$ cat src/rtl/rr_bus_arbiter.sv
// Round-robin arbiter: one registered one-hot grant, held until release or request drop.
// Optional grant-length limit enabled by defining ARB_TIMEOUT_EN.

// Protocol checker: one-hot grant, consistent busy/index, index kept in range.
module rr_bus_arbiter_chk #(
    parameter int WIDTH     = 5,
    parameter int TIMEOUT   = 16,
    parameter int IDX_WIDTH = 3
) (
    input logic                 clk,
    input logic                 rst,
    input logic [WIDTH-1:0]     grant,
    input logic [IDX_WIDTH-1:0] grant_idx,
    input logic                 busy,
    input logic                 timeout
);
    a_params_legal: assert property (@(posedge clk) (WIDTH > 1) && (TIMEOUT >= 1));
    a_onehot_when_busy: assert property (@(posedge clk) disable iff (rst) busy |-> $onehot(grant));
    a_busy_matches_grant: assert property (@(posedge clk) disable iff (rst) busy == (|grant));
    a_idx_in_range: assert property (@(posedge clk) disable iff (rst) int'(grant_idx) < WIDTH);
    a_idx_matches_grant: assert property (@(posedge clk) disable iff (rst) busy |-> grant[grant_idx]);
    a_idle_idx_zero: assert property (@(posedge clk) disable iff (rst) !busy |-> (grant_idx == '0));
    a_timeout_single: assert property (@(posedge clk) disable iff (rst) timeout |=> !timeout);
endmodule

module rr_bus_arbiter #(
    parameter  int WIDTH     = 5,
    parameter  int TIMEOUT   = 16,
    localparam int IDX_WIDTH = $clog2(WIDTH)
) (
    input  logic                 i_clk,
    input  logic                 i_rst,
    input  logic [WIDTH-1:0]     iv_req,
    input  logic                 i_release,
    output logic [WIDTH-1:0]     ov_grant,
    output logic [IDX_WIDTH-1:0] ov_grant_idx,
    output logic                 o_busy,
    output logic                 o_timeout
);
    typedef enum logic [0:0] {
        ST_IDLE  = 1'b0,
        ST_GRANT = 1'b1
    } state_t;

    state_t                 state_r;
    logic [IDX_WIDTH-1:0]   last_r;
    logic [IDX_WIDTH-1:0]   win_idx_s;
    logic [WIDTH-1:0]       win_vec_s;
    logic                   owner_req_s;

`ifdef ARB_TIMEOUT_EN
    localparam int TEN_W = (TIMEOUT > 1) ? $clog2(TIMEOUT) : 1;
    logic [TEN_W-1:0]       tenure_r;
`endif

    // Rotate so the previous owner sits at bit 0, take the highest set bit, rotate back.
    function automatic logic [IDX_WIDTH-1:0] rr_pick(
        input logic [WIDTH-1:0]     req,
        input logic [IDX_WIDTH-1:0] last
    );
        logic [WIDTH-1:0] rot;
        int               src;
        int               win;
        rot = '0;
        win = 0;
        for (int k = 0; k < WIDTH; k++) begin
            src = k + int'(last);
            if (src >= WIDTH) begin
                src = src - WIDTH;
            end else begin
                src = src;
            end
            rot[k] = req[src];
        end
        for (int k = 0; k < WIDTH; k++) begin
            if (rot[k]) begin
                win = k;
            end else begin
                win = win;
            end
        end
        src = win + int'(last);
        if (src >= WIDTH) begin
            src = src - WIDTH;
        end else begin
            src = src;
        end
        return IDX_WIDTH'(src);
    endfunction

    // Next winner and whether the current owner still requests.
    always_comb begin
        win_idx_s   = rr_pick(iv_req, last_r);
        win_vec_s   = {{(WIDTH-1){1'b0}}, 1'b1} << win_idx_s;
        owner_req_s = |(iv_req & ov_grant);
    end

    // Arbitration FSM with registered grant outputs and last-owner pointer.
    always_ff @(posedge i_clk) begin
        if (i_rst) begin
            state_r      <= ST_IDLE;
            ov_grant     <= '0;
            ov_grant_idx <= '0;
            o_busy       <= 1'b0;
            o_timeout    <= 1'b0;
            last_r       <= '0;
`ifdef ARB_TIMEOUT_EN
            tenure_r     <= '0;
`endif
        end else begin
            o_timeout <= 1'b0;
            case (state_r)
                ST_IDLE: begin
                    if (|iv_req) begin
                        state_r      <= ST_GRANT;
                        ov_grant     <= win_vec_s;
                        ov_grant_idx <= win_idx_s;
                        o_busy       <= 1'b1;
`ifdef ARB_TIMEOUT_EN
                        tenure_r     <= '0;
`endif
                    end else begin
                        state_r <= ST_IDLE;
                    end
                end
                ST_GRANT: begin
                    if (i_release || !owner_req_s) begin
                        state_r      <= ST_IDLE;
                        ov_grant     <= '0;
                        ov_grant_idx <= '0;
                        o_busy       <= 1'b0;
                        last_r       <= ov_grant_idx;
`ifdef ARB_TIMEOUT_EN
                    end else if (tenure_r == TEN_W'(TIMEOUT - 1)) begin
                        // Revoked owner becomes lowest priority, same as a release.
                        state_r      <= ST_IDLE;
                        ov_grant     <= '0;
                        ov_grant_idx <= '0;
                        o_busy       <= 1'b0;
                        last_r       <= ov_grant_idx;
                        o_timeout    <= 1'b1;
                    end else begin
                        tenure_r <= tenure_r + TEN_W'(1);
`else
                    end else begin
                        state_r <= ST_GRANT;
`endif
                    end
                end
                default: begin
                    state_r      <= ST_IDLE;
                    ov_grant     <= '0;
                    ov_grant_idx <= '0;
                    o_busy       <= 1'b0;
                end
            endcase
        end
    end

    rr_bus_arbiter_chk #(
        .WIDTH     (WIDTH),
        .TIMEOUT   (TIMEOUT),
        .IDX_WIDTH (IDX_WIDTH)
    ) u_chk (
        .clk       (i_clk),
        .rst       (i_rst),
        .grant     (ov_grant),
        .grant_idx (ov_grant_idx),
        .busy      (o_busy),
        .timeout   (o_timeout)
    );
endmodule
$ cat config.mk
export PLATFORM = sky130hd
export DESIGN_NAME = rr_bus_arbiter
export DESIGN_NICKNAME = d
export VERILOG_FILES = /design/src/rtl/rr_bus_arbiter.sv
export SDC_FILE = /design/constraint.sdc
export NUM_CORES = 1
export LEC_CHECK = 0
export ABC_AREA = 0
export CAP_MARGIN = 10
export CORE_MARGIN = 5
export CORE_UTILIZATION = 55
export CTS_BUF_LIST = sky130_fd_sc_hd__clkbuf_2 sky130_fd_sc_hd__clkbuf_4 sky130_fd_sc_hd__clkbuf_8
export CTS_CLUSTER_DIAMETER = 150
export DETAILED_ROUTE_END_ITERATION = 8
export GPL_TIMING_DRIVEN = 1
export PLACE_DENSITY = 0.79
export SYNTH_ARGS = -nofsm -noshare
export SYNTH_HDL_FRONTEND = slang
export SYNTH_SLANG_ARGS = --single-unit
$ cat constraint.sdc
create_clock -name i_clk -period 6.2 [get_ports i_clk]
set_clock_uncertainty 0.2 [all_clocks]
set_input_delay 0.62 -clock i_clk [delete_from_list [all_inputs] [get_ports i_clk]]
set_output_delay 0.62 -clock i_clk [all_outputs]
set_load 0.01 [all_outputs]
==> metrics.yaml, run 1 <==
status: "completed"
synth_seq_cells: 13
postSynthCellCount: 186
clkLatencyLatePin_ps: 280
fp.dieW_um: 61.75
htreeDepth: 1
synth_edf_count: 0
powerDensity_nw_per_um2: 420.0
cts_tree: "built"
io_buffer_count: 16
final_antenna_net_count: 0
async_flop_share_pct: 0
peakVddDrop_v: 0.0003854
cp.required_ps: 6160
wire_per_inst_um: 16.55
cp-end-kind: "flip-flop"
regToRegSetupSlack_ps: 660
clock-sinks: 13
rows: 18
drv_cap: 0
die_area_um2: 3812
numCtsBuffers: 3
period_share_pct: 89.33
avgSynthCellArea_um2: 7.918
initial_core_util_pct: 58.38
drc_errors: 0
p_total_mw: 0.7031
worst_r2r_path_depth: 18
final_util_pct: 66.37
grt_max_degree: 18
die_h_um: 61.75
timing.rr.end: "ov_grant[3]"
synth-seq-area-share_pct: 17.67
cts_buffer_depth: 2
rsz0062_at_grt: "false"
drt_iter0_drc: 119
fmax_ghz: 0.1806
clock-root-buffer: "clkbuf_4"
p_leak_nw: 0.6795
via_count: 1451
post-cts-setup-buffer-count: 0
finalMaxSlewViolations: 0
path_clk_slew_ps: 80
fin_crit_ps: 5538
finalHoldViolCount: 0
post_cts_resized: 0
syn-num-nets: 211
final_common_cell: "nor2_1"
max_slew_margin_pct: 57.33
mostFrequentLayoutCells: "24 x nor2_1, 16 x ha_1, 16 x clkdlybuf4s50_1"
grt_use_total_pct: 21.89
grt-ovfl-total: 0
hpwl_um: 2824
grt_pass1_vias: 1404
grt_antenna_before_repair: 0
setup_tns_ps: 0
drtPass1Iterations: 6
ctsHoldBuffers: 0
yosysWarningCount: 0
setup.worst_path.end: "ov_grant[3]"
grt_pass1_wl_um: 6389
ios: 18
worst_pin_slew_ps: 623.9
setup_viol: 0
gp_congestion: 0.8652
synth-main-ff-cell: "dfxtp_1"
hp-class: "flip-flop to flip-flop"
syn_to_final_growth_pct: 13.68
viasPerCell: 6.336
layout.nets: 225
antennaDiodeCount: 0
syn_area_um2: 1473
startpoint: "last_r[1]"
instances_no_fill: 229
yosys.cell_types.count: 51
worstSetupStartpointType: "flip-flop"
drive_gt1_share_pct: 7.538
arrival_ps: 5500
totalWireLength_um: 3789
dp.cells: 225
critPathKind: "flip-flop to flip-flop"
coreArea_um2: 2522
r2r-start: "last_r[1]"
path_max_fanout: 13
worst min-delay path by stage:
stage | from | end | slack [ps] | cells after the start
finish | o_busy | o_busy | 280 | 2
global route | o_busy | o_busy | 330 | 2
CTS | o_busy | o_busy | 290 | 2
detailed placement | o_busy | o_busy | 270 | 2
global placement | o_busy | o_busy | 250 | 2
floorplan | state_r | state_r | 260 | 2
area by class of cell:
cell class                 instances  area (um^2)
tap                               30        37.54
inverter                           8        30.03
clock buffer                       3        22.52
timing repair buffer              18        175.2
clock inverter                     1        5.005
sequential                        13        260.3
fill                             213        848.3
multi-input combinational        156         1144
kinds of logic after synthesis:
| logic type | count (synthesis) | share of synthesized area (%) |
|---|---|---|
| other | 1 | 0.2546 |
| muxes | 16 | 11.73 |
| DFF | 13 | 17.67 |
| xor gates and xnor gates | 5 | 2.974 |
| buffers and inverters | 17 | 4.673 |
| and+or+nand+nor | 67 | 22.69 |
| adders and majority gates | 17 | 14.95 |
| AOI/OAI and AO/OA | 50 | 25.06 |
power by group:
group          internal, mW  switching, mW
logic                 0.248          0.275
registers             0.106         0.0216
clock network        0.0239         0.0284
total                 0.378          0.325
critical path, cell delays in order, from the launching register on:
cell	delay (ps)
dfxtp_1	600
inv_1	240
ha_1	600
mux2_2	400
a21oi_1	160
a221o_1	130
o21a_1	140
a31oi_1	100
a311oi_1	330
ha_1	250
fa_1	470
inv_1	110
ha_1	180
nand2b_1	100
a221o_1	340
a221o_2	470
mux2_4	340
a32oi_1	200
nor2_1	50
synth_stat cells (3+ instances only):
master / count / area share [%]
a21o_1: 3 / 1.5
a21oi_1: 7 / 2.4
a22oi_1: 3 / 1.5
a32oi_1: 5 / 3.0
and3_1: 3 / 1.3
clkbuf_1: 7 / 1.8
dfxtp_1: 13 / 18
ha_1: 16 / 14
inv_1: 7 / 1.8
mux2i_1: 12 / 8.2
nand2_1: 11 / 2.8
nand2b_1: 8 / 3.4
nand3_1: 6 / 2.0
nor2_1: 24 / 6.1
o211ai_1: 4 / 2.0
o21ai_0: 6 / 2.0
or2_2: 3 / 1.3
xnor2_1: 3 / 1.8
flip-flops by register name, indices dropped and copies added (netlist names):
| name | cells |
|---|---|
| ov_grant | 5 |
| last_r | 3 |
| ov_grant_idx | 3 |
| o_busy | 1 |
| state_r | 1 |
metal layers:
layer / track usage [%] / vias to the layer above / share of wire [%]
met4: 4.242 / 0 / 1.7
met2: 37.52 / 63 / 46
met3: 5.579 / 6 / 8.2
met1: 27.92 / 666 / 44
li1: - / 716 / -
met5: 0 / - / 0
through the flow:
stage	setup slack (ps)	area [um^2]	hold slack (ps)
detailed placement	752.0	1647	265.7
finish	661.8	1674	282.4
CTS	697.1	1674	286.5
global placement	884.8	1647	250.3
global route	284.3	1674	326.0
floorplan	1289	1473	262.8
No activity file was read; power rests on OpenSTA's default activity.
==> run 2: changes to the inputs <==
--- a/config.mk
+++ b/config.mk
@@ -14,6 +14,7 @@
 export DETAILED_ROUTE_END_ITERATION = 8
 export GPL_TIMING_DRIVEN = 1
 export PLACE_DENSITY = 0.79
+export SETUP_SLACK_MARGIN = 0.3
 export SYNTH_ARGS = -nofsm -noshare
 export SYNTH_HDL_FRONTEND = slang
 export SYNTH_SLANG_ARGS = --single-unit
==> constraint.sdc (replaced) <==
create_clock -name i_clk -period 6.2 [get_ports i_clk]
set_clock_uncertainty 0.2 [all_clocks]
set_input_delay 0.62 -clock i_clk [delete_from_list [all_inputs] [get_ports i_clk]]
set_output_delay 0.62 -clock i_clk [all_outputs]
set_load 0.05 [all_outputs]
==> run 2 against run 1 <==
  * Worst hold slack barely moved
  * Setup slack improved by 100 ps
  * Via count down 0.83%
  * Critical path type unchanged
  * Largest cell class unchanged
  * Largest power group unchanged
  * Highest routed layer unchanged
==> metrics.yaml, run 2 (same netlist as run 1, synthesis figures left out) <==
status: "completed"
ctsHoldBuffers: 0
final_cell_area_um2: 1682
timing.rr.end: "ov_grant[3]"
gp_congestion: 0.8652
initial_core_util_pct: 58.38
worst_slack_ps: 763.6
biggestRegsByFlops: "ov_grant x5, last_r x3, ov_grant_idx x3"
hp-class: "flip-flop to flip-flop"
setup_viol: 0
totalWireLength_um: 3767
finalHoldViolCount: 0
critPathKind: "flip-flop to flip-flop"
rows: 18
htreeDepth: 1
clock-root-buffer: "clkbuf_4"
via_count: 1439
setup_tns_ps: 0
post-cts-setup-buffer-count: 0
viasPerCell: 6.284
grt_pass1_wl_um: 6389
worst_pin_slew_ps: 648.0
clkLatencyLatePin_ps: 280
path_clk_slew_ps: 80
grt_antenna_before_repair: 0
drc_errors: 0
rsz0062_at_grt: "false"
powerDensity_nw_per_um2: 450.8
peakVddDrop_v: 0.0004114
fin_crit_ps: 5436
top_register: "ov_grant"
io_buffer_count: 16
coreArea_um2: 2522
layout.nets: 225
max_slew_margin_pct: 56.65
place_area_um2: 1647
hpwl_um: 2824
syn_to_final_growth_pct: 14.19
path_max_fanout: 13
die_area_um2: 3812
drt_iter0_drc: 111
arrival_ps: 5400
p_leak_nw: 0.6793
antennaDiodeCount: 0
cp.required_ps: 6160
final_common_cell: "nor2_1"
drtPass1Iterations: 4
grt_max_degree: 18
drv_cap: 0
mostFrequentLayoutCells: "24 x nor2_1, 16 x clkdlybuf4s50_1, 15 x ha_1"
startpoint: "last_r[1]"
drive_gt1_share_pct: 8.543
r2r-start: "last_r[1]"
numCtsBuffers: 3
dpl_worst_slack_ps: 752.0
cts_buffer_depth: 2
grt_use_total_pct: 21.89
worst_r2r_path_depth: 18
cp-end-kind: "flip-flop"
die_h_um: 61.75
fin_hold_ws_ps: 282.3
finalMaxSlewViolations: 0
largest_reg_flops: 5
fmax_ghz: 0.1839
regToRegSetupSlack_ps: 760
ios: 18
worstSetupStartpointType: "flip-flop"
fp.dieW_um: 61.75
final_antenna_net_count: 0
grt_pass1_vias: 1404
grt-ovfl-total: 0
clock-sinks: 13
cts_tree: "built"
setup.worst_path.end: "ov_grant[3]"
period_share_pct: 87.68
wire_per_inst_um: 16.45
final_util_pct: 66.67
run 2: changes by cell type in the layout (fill, tap and decap cells not counted):
cell	before	now
a211oi_1	2	1
a211oi_2	0	1
ha_1	16	15
ha_2	0	1
run 2: stage by stage:
step	power (mW)	instances
after floorplan	0.5747	186
after global placement	0.6864	225
after detailed placement	0.7028	225
after CTS	0.7581	229
after global routing	0.8251	229
final	0.7580	229
run 2: repair_timing:
action | in CTS | in global routing
gates resized for setup | 0 | 2
endpoints found under the setup margin | 0 | 2
hold endpoints to repair | 0 | 0
run 2: power breakdown:
part	internal [mW]	switching [mW]	total [mW]
Combinational	0.249	0.329	0.578
Sequential	0.106	0.0215	0.128
Clock	0.0239	0.0283	0.0522
run 2: area by class of cell:
class / count / area [um^2]
sequential: 13 / 260.3
clock buffer: 3 / 22.52
fill: 214 / 840.8
tap: 30 / 37.54
clock inverter: 1 / 5.005
multi-input combinational: 156 / 1151
inverter: 8 / 30.03
timing repair buffer: 18 / 175.2
run 2: per-layer routing:
| metal | GRT usage (%) | up-vias | routed length, um |
|---|---|---|---|
| li1 | - | 713 | - |
| met1 | 27.92 | 665 | 1649 |
| met2 | 37.52 | 57 | 1789 |
| met3 | 5.579 | 4 | 275 |
| met4 | 4.242 | 0 | 53 |
| met5 | 0 | - | 0 |
run 2: worst min-delay path by stage:
stage / slack [ps] / endpoint / startpoint / depth (start not counted)
3_3_place_gp: 250 / o_busy / o_busy / 2
5_1_grt: 330 / o_busy / o_busy / 2
6_report: 280 / o_busy / o_busy / 2
2_1_floorplan: 260 / state_r / state_r / 2
4_1_cts: 290 / o_busy / o_busy / 2
3_5_place_dp: 270 / o_busy / o_busy / 2
run 2: critical path: stages (launching register included):
cell      delay [ps]
dfxtp_1          600
inv_1            240
ha_2             530
mux2_2           380
a21oi_1          160
a221o_1          130
o21a_1           140
a31oi_1           90
a311oi_1         330
ha_1             250
fa_1             470
inv_1            110
ha_1             180
nand2b_1         100
a221o_1          340
a221o_2          470
mux2_4           340
a32oi_1          200
nor2_1            50
==> run 3: changes to the inputs <==
--- a/config.mk
+++ b/config.mk
@@ -12,6 +12,7 @@
 export CTS_BUF_LIST = sky130_fd_sc_hd__clkbuf_2 sky130_fd_sc_hd__clkbuf_4 sky130_fd_sc_hd__clkbuf_8
 export CTS_CLUSTER_DIAMETER = 150
 export DETAILED_ROUTE_END_ITERATION = 8
+export GPL_ROUTABILITY_DRIVEN = 0
 export GPL_TIMING_DRIVEN = 1
 export PLACE_DENSITY = 0.79
 export SETUP_SLACK_MARGIN = 0.3
==> run 3 against run 2 <==
  * Sequential power barely moved
  * Routed wire length rose by 1.4%
  * Combinational power rose by 2%
  * Register-to-register slack got worse by 110 ps
  * Critical endpoint unchanged
==> metrics.yaml, run 3 (same netlist as run 1, synthesis figures left out) <==
worst_r2r_path_depth: 18
clock-sinks: 13
fin_crit_ps: 5551
ctsHoldBuffers: 0
coreArea_um2: 2522
grt_max_degree: 18
cp_top_family: "compound AO/OA/AOI/OAI gates"
finalHoldViolCount: 0
place_area_um2: 1647
p_comb_share_pct: 76.3
fin_hold_ws_ps: 276.2
path_max_fanout: 13
worstSetupStartpointType: "flip-flop"
sw_frac_of_total_pct: 50.28
numCtsBuffers: 3
drc_errors: 0
status: "completed"
wire_per_inst_um: 16.67
grt_pass1_vias: 1394
largest_reg_flops: 5
setup_tns_ps: 0
die_area_um2: 3812
hp-class: "flip-flop to flip-flop"
grt-ovfl-total: 0
timing.critical_path.buf_inv: 2
grt_use_total_pct: 21.80
dpl_worst_slack_ps: 725.5
htreeDepth: 1
final_antenna_net_count: 0
fp.dieW_um: 61.75
cp-end-kind: "flip-flop"
arrival_ps: 5550
layout.nets: 225
ios: 18
grt_pass1_wl_um: 6368
seq_power_share_pct: 16.5
max_slew_margin_pct: 52.97
top_register: "ov_grant"
worst_pin_slew_ps: 702.9
crit_slowest_cell: "dfxtp_1"
path_clk_slew_ps: 80
drive_gt1_share_pct: 8.040
cts_buffer_depth: 2
hpwl_um: 2834
final_common_cell: "nor2_1"
setup_viol: 0
via_count: 1463
power_switching_mw: 0.3890
io_buffer_count: 16
period_share_pct: 89.53
hold_path_depth: 2
critical_path.cell_chain: "inv_1, ha_2, mux2_2, a21oi_1, a221o_1, o21a_1, a31oi_1, a311oi_1, ha_1, fa_1, inv_1, ha_1, nand2b_1, a221o_1, a221oi_1, mux2i_1, a32oi_1, nor2_1"
worst_slack_ps: 649.3
p_leak_nw: 0.6792
final_util_pct: 66.57
rows: 18
worstSetupPathDepth: 18
totalWireLength_um: 3818
biggestRegsByFlops: "ov_grant x5, last_r x3, ov_grant_idx x3"
drt_iter0_drc: 160
slowest_delay_ps: 600
clock-root-buffer: "clkbuf_4"
cp.required_ps: 6200
final_cell_area_um2: 1679
cts_tree: "built"
die_h_um: 61.75
syn_to_final_growth_pct: 14.02
antennaDiodeCount: 0
powerDensity_nw_per_um2: 460.7
fmax_ghz: 0.1802
peakVddDrop_v: 0.0003818
grt_antenna_before_repair: 0
fillers: 216
drv_cap: 0
mostFrequentLayoutCells: "24 x nor2_1, 16 x clkdlybuf4s50_1, 15 x ha_1"
rsz0062_at_grt: "false"
finalMaxSlewViolations: 0
p_clk_share_pct: 7.2
initial_core_util_pct: 58.38
viasPerCell: 6.389
critPathKind: "flip-flop to flip-flop"
clkLatencyLatePin_ps: 270
drtPass1Iterations: 4
p_int_mw: 0.3846
run 3: cell count changes in the layout (fill, tap and decap cells not counted):
cell | previous run | this run
a211oi_1 | 1 | 2
clkinv_2 | 1 | 0
a211oi_2 | 1 | 0
clkbuf_4 | 3 | 4
run 3: metrics by stage:
step           cells  power [mW]
6_report         229      0.7736
5_1_grt          229      0.8359
4_1_cts          229      0.7634
3_5_place_dp     225      0.7044
3_3_place_gp     225      0.6862
2_1_floorplan    186      0.5747
run 3: layout make-up:
type,count,area [um^2],area share [%]
inverter,8,30.03,1.788
tap,30,37.54,2.235
sequential,13,260.3,15.50
clock buffer,4,30.03,1.788
multi-input combinational,156,1146,68.26
timing repair buffer,18,175.2,10.43
run 3: path summary, 6_finish.rpt:
kind | startpoint | slack (ps) | to
hold reg to reg | o_busy | 280 | o_busy
setup / recovery | last_r[1] | 650 | ov_grant[3]
setup reg to reg | last_r[1] | 650 | ov_grant[3]
hold / removal | o_busy | 280 | o_busy
run 3: routing by layer:
layer  global-route usage (%)  share of wire (%)  vias up
li1                         -                  -      710
met1                    28.89                 44      697
met2                    37.07                 49       49
met3                    3.512                6.3        7
met4                    5.152               0.86        0
met5                        0                  0        -
run 3: power groups by stage:
stage / combinational (mW) / clock, mW / sequential [mW]
2_1_floorplan: 0.388 / 0 / 0.186
3_3_place_gp: 0.558 / 0 / 0.128
3_5_place_dp: 0.576 / 0 / 0.129
4_1_cts: 0.581 / 0.0555 / 0.127
5_1_grt: 0.644 / 0.0606 / 0.131
6_report: 0.590 / 0.0555 / 0.128
run 3: what timing repair did:
| action | in CTS | in global routing |
|---|---|---|
| setup buffers | 0 | 0 |
| gates resized for setup | 0 | 1 |
| setup endpoints to repair | 0 | 2 |
run 3: tightest hold or removal path, delay by kind of cell (launching register included):
family,cells,cell delay (ps)
flops,1,330
simple gates,2,120
